### src/rtl/aes_result_router.sv
// AES result return path: buffers core results in a small FIFO and routes them to the
// key-schedule or data sink by the mode latched at job start, tracking chaining state.
module aes_result_router #(
   parameter int DATA_W = 128,
   parameter int DEPTH  = 2,
   parameter int CNT_W  = 16
) (
   input  logic              clk_i,
   input  logic              rst_i,
   input  logic              start_i,
   input  logic [1:0]        sel_i,
   input  logic [CNT_W-1:0]  len_i,
   input  logic [DATA_W-1:0] res_i,
   input  logic              rvalid_i,
   output logic              rready_o,
   output logic [DATA_W-1:0] key_o,
   output logic              kvalid_o,
   input  logic              kready_i,
   output logic [DATA_W-1:0] out_o,
   output logic              ovalid_o,
   input  logic              oready_i,
   output logic [DATA_W-1:0] chain_o,
   output logic              cvalid_o,
   output logic [CNT_W-1:0]  blk_cnt_o,
   output logic              busy_o,
   output logic              done_o,
   output logic              err_o
);

   localparam int AW = (DEPTH > 1) ? $clog2(DEPTH) : 1;

   typedef enum logic [1:0] {IDLE, RUN, DRAIN} state_t;

   state_t            state;
   logic [1:0]        mode;
   logic [CNT_W-1:0]  len;
   logic [DATA_W-1:0] mem [DEPTH];
   logic [AW-1:0]     wr_ptr, rd_ptr;
   logic [AW:0]       count;
   logic              fifo_full, fifo_has, push, pop, key_mode;

   assign fifo_full = (count == (AW+1)'(DEPTH));
   assign fifo_has  = (count != '0);
   assign key_mode  = (mode == 2'd0);

   // Readiness depends only on registered state, never on sink readiness.
   assign rready_o = (state == RUN) && !fifo_full && (blk_cnt_o < len);
   assign push     = rready_o && rvalid_i;
   assign pop      = fifo_has && (key_mode ? kready_i : oready_i);

   assign kvalid_o = fifo_has && key_mode;
   assign ovalid_o = fifo_has && !key_mode;
   assign key_o    = kvalid_o ? mem[rd_ptr] : '0;
   assign out_o    = ovalid_o ? mem[rd_ptr] : '0;
   assign busy_o   = (state != IDLE);

   always_ff @(posedge clk_i) begin
      if (push) mem[wr_ptr] <= res_i;
   end

   always_ff @(posedge clk_i or posedge rst_i) begin
      if (rst_i) begin
         state     <= IDLE;
         mode      <= '0;
         len       <= '0;
         wr_ptr    <= '0;
         rd_ptr    <= '0;
         count     <= '0;
         blk_cnt_o <= '0;
         chain_o   <= '0;
         cvalid_o  <= 1'b0;
         done_o    <= 1'b0;
         err_o     <= 1'b0;
      end else begin
         done_o <= 1'b0;
         err_o  <= 1'b0;

         if (push) wr_ptr <= wr_ptr + AW'(1);
         if (pop)  rd_ptr <= rd_ptr + AW'(1);
         unique case ({push, pop})
            2'b10:   count <= count + (AW+1)'(1);
            2'b01:   count <= count - (AW+1)'(1);
            default: count <= count;
         endcase

         if (push) begin
            blk_cnt_o <= blk_cnt_o + CNT_W'(1);
            if (!key_mode) begin
               chain_o  <= res_i;
               cvalid_o <= 1'b1;
            end
         end

         unique case (state)
            IDLE: begin
               if (start_i) begin
                  if (sel_i == 2'd3) begin
                     err_o <= 1'b1;
                  end else begin
                     mode      <= sel_i;
                     len       <= len_i;
                     blk_cnt_o <= '0;
                     cvalid_o  <= 1'b0;
                     if (len_i == '0) done_o <= 1'b1;
                     else             state  <= RUN;
                  end
               end
            end
            RUN: begin
               if (push && (blk_cnt_o + CNT_W'(1) == len)) state <= DRAIN;
            end
            DRAIN: begin
               // Leave on the edge that pops the final entry, not a cycle later.
               if (!fifo_has || (count == (AW+1)'(1) && pop)) begin
                  done_o <= 1'b1;
                  state  <= IDLE;
               end
            end
            default: state <= IDLE;
         endcase
      end
   end

endmodule

### config.mk
export PLATFORM = sky130hd
export DESIGN_NAME = aes_result_router
export DESIGN_NICKNAME = d
export VERILOG_FILES = /design/src/rtl/aes_result_router.sv
export SDC_FILE = /design/constraint.sdc
export NUM_CORES = 1
export LEC_CHECK = 0
export CORE_AREA = 8 8 209 211
export DETAILED_ROUTE_END_ITERATION = 7
export DIE_AREA = 0 0 217 219
export GPL_TIMING_DRIVEN = 1
export PLACE_DENSITY = 0.83
export SYNTH_ARGS = -nofsm -noshare
export SYNTH_HDL_FRONTEND = slang
export SYNTH_SLANG_ARGS = --single-unit
### constraint.sdc
create_clock -name clk_i -period 11.9 [get_ports clk_i]
set_input_delay 1.19 -clock clk_i [delete_from_list [all_inputs] [get_ports clk_i]]
set_output_delay 1.19 -clock clk_i [all_outputs]
set_load 0.03 [all_outputs]
==> flow_summary.ini <==
[yosys]
yosysSeqAreaShare_pct = 67.8
yosys-top-cells-count = nor2_1, edfxtp_1, dfrtp_1, mux2i_1, mux2_1
ys_async_sr_fraction_pct = 40.0
synth_area_leaders = edfxtp_1, dfrtp_1, mux2_1
synth_top_area_cell = edfxtp_1
synthesis.area_mm2 = 0.0177
synth.distinct_cells = 50
ys_seq_elements = 427
synth_flop_cell = edfxtp_1
synth_top_area_share_pct = 43.5
syn_inst = 1276
synth_edf_count = 256
synth_most_common_cell = nor2_1
syn_area_per_cell_um2 = 13.8
syn_nets = 1449
yosys_warnings = 0

[detailed_routing]
wl_um = 52700
avgRoutedWirePerCell_um = 22.0
drt_iter0_drc = 841
drc = 0
dr_total_vias = 12400
firstDrtPassIters = 5
ant_nets = 0
vias_per_cell = 5.18

[power_and_ir_drop]
powerDensity_mw_per_mm2 = 213
finalPower_mw = 5.35
vdd_ir_drop_max_uv = 141
p_clk_share_pct = 25.2
p_comb_share_pct = 38.6
sequentialPowerShare_pct = 36.2
power.internal_mw = 3.37
p_switching_mw = 1.97
power_leakage_nw = 10.3
sw_frac_of_total_pct = 36.9

[cts]
cts_resized = 0
cts_made_buffers = 43
cts.clk_slew.worst_paths_ns = 0.07
cts.sinks = 427
cts_tree = built
htreeDepth = 2
post-cts-setup-buffer-count = 0
insertion_delay_ns = 0.55
clock_path_buffers = 3
hold_buffers = 0
cts_root_buf = clkbuf_16

[cells_and_area]
design_area_mm2 = 0.0251
drive_gt1_share_pct = 4.96
nets = 1993
n_fill_cell = 3011
final_core_util_pct = 62.2
area_growth_pct = 42.2

[worst_hold_path]
hp-class = reg2reg
worstHoldPathCells = 1

[place]
io_buffers = 558
dp_hpwl_um = 38100
dpl_cell_area_mm2 = 0.0237
gp_congestion = 0.902

[sta]
fin_crit_sh_pct = 46.9
slew_viol_final = 0
rsz0062_at_grt = no
skew_ns = 0.0128
layout_min_cycle_time_ns = 5.58
max_slew_margin_pct = 29.6
hold_violations = 0
final-setup-viol-count = 0
fmax_ghz = 0.179
tightest_slew_ns = 1.06
setup-tns-final_ns = 0

[worst_setup_path]
cp_max_fo = 56
endpoint_kind = output port
start_kind = flop
required_ns = 10.71
cp_data_arrival_time_ns = 4.39
reg2reg_depth = 8
critical_path_class = reg2out

[grt]
antenna_found_initial = 4
grt_start_max_net_pins = 72
overflow = 0
grt_pass1_wl_um = 76900
grt_pass1_vias = 12700
grt.total_usage_pct = 21.0

[die]
rows = 74
fp.dieArea_mm2 = 0.0475
pin_count = 559
die_w_um = 217
die_h_um = 219
core_mm2 = 0.0404
start_util_pct = 43.7

[job]
drv_cap = 0

[run_status]
status = complete, no violations
## cells in the final DEF, fill, tap and decap left out, types with 5 or more instances in the layout
cell,Yosys,routed
clkbuf_1,43,7
ha_1,21,21
nor4_1,8,8
diode_2,0,8
clkbuf_8,0,5
nor3_1,11,11
mux2_1,128,128
xnor2_1,24,24
dfrtp_1,171,170
a21oi_1,14,13
clkdlybuf4s50_1,0,558
clkbuf_16,0,44
edfxtp_1,256,256
inv_1,26,25
nand4_1,8,8
o21ai_0,18,18
nor2_1,287,286
clkinv_2,0,7
nand2_1,37,37
mux2i_1,129,129
clkinv_1,0,5
nand3_1,6,6
xor2_1,10,10
buf_4,2,12
## power by group through the flow
stage	clock (mW)	combinational, mW	sequential (mW)
after floorplan	0	1.23	1.96
after global placement	0	2.03	1.96
after detailed placement	0	2.07	1.97
after CTS	1.38	2.08	1.94
after global routing	1.43	2.17	1.96
final	1.35	2.06	1.94
## worst max-delay path, stage by stage, from the launching register on
cell             delay (ns)
dfrtp_4                0.69
buf_4                  0.75
buf_4                  0.89
mux2i_1                0.36
nor2_1                 0.23
clkdlybuf4s50_1        0.71
## per-stage QoR
stage                     hold WS, ns  cells  setup slack (ns)
after global placement          0.469   2307              7.01
after global routing            0.501   2391              6.09
final                           0.487   2395              6.32
after floorplan                 0.456   1276              4.14
after CTS                       0.494   2387              6.28
after detailed placement        0.481   2307              7.00
## metal layers
metal / up-vias / GRT usage, % / wire length [um]
met5: - / 0 / 0
met2: 536 / 36.5 / 26700
met1: 6145 / 24.2 / 19700
li1: 5610 / - / -
met4: 0 / 9.78 / 2370
met3: 120 / 5.51 / 4000
## path summary, 6_finish.rpt
path                                from           end  slack (ns)
setup reg to reg           blk_cnt_o[13]   chain_o[44]        7.57
max in group asynchronous          rst_i        rd_ptr        9.53
min in group asynchronous          rst_i  chain_o[115]        1.02
setup / recovery                  rd_ptr      out_o[4]        6.32
hold / removal               chain_o[80]   chain_o[80]        0.49
hold reg to reg              chain_o[80]   chain_o[80]        0.49
## flip-flops by register name, summed over array words and instances, names as in the netlist, 2 cells and up
name / cells
mem: 256
chain_o: 128
blk_cnt_o: 16
len: 16
count: 2
mode: 2
state: 2
## final cells by class
cell class / instances / area [um2] / area share [%]
flip-flops and latches: 427 / 12000 / 47.7
repair buffers: 570 / 5680 / 22.6
multi-input cells: 752 / 5260 / 21.0
clock buffers: 56 / 1200 / 4.76
well taps: 532 / 666 / 2.65
clock inverters: 24 / 226 / 0.902
inverters: 26 / 103 / 0.408
diodes: 8 / 20.0 / 0.0797
## cell families after synthesis
group	count (synthesis)	share of synthesized area (%)
fa+ha+maj	21	1.49
compound gates	55	1.93
buf+inv	97	2.64
mux	258	15.5
simple gates	384	8.97
xor+xnor	34	1.69
flops	427	67.8
Power figures use the tool's default switching activity.
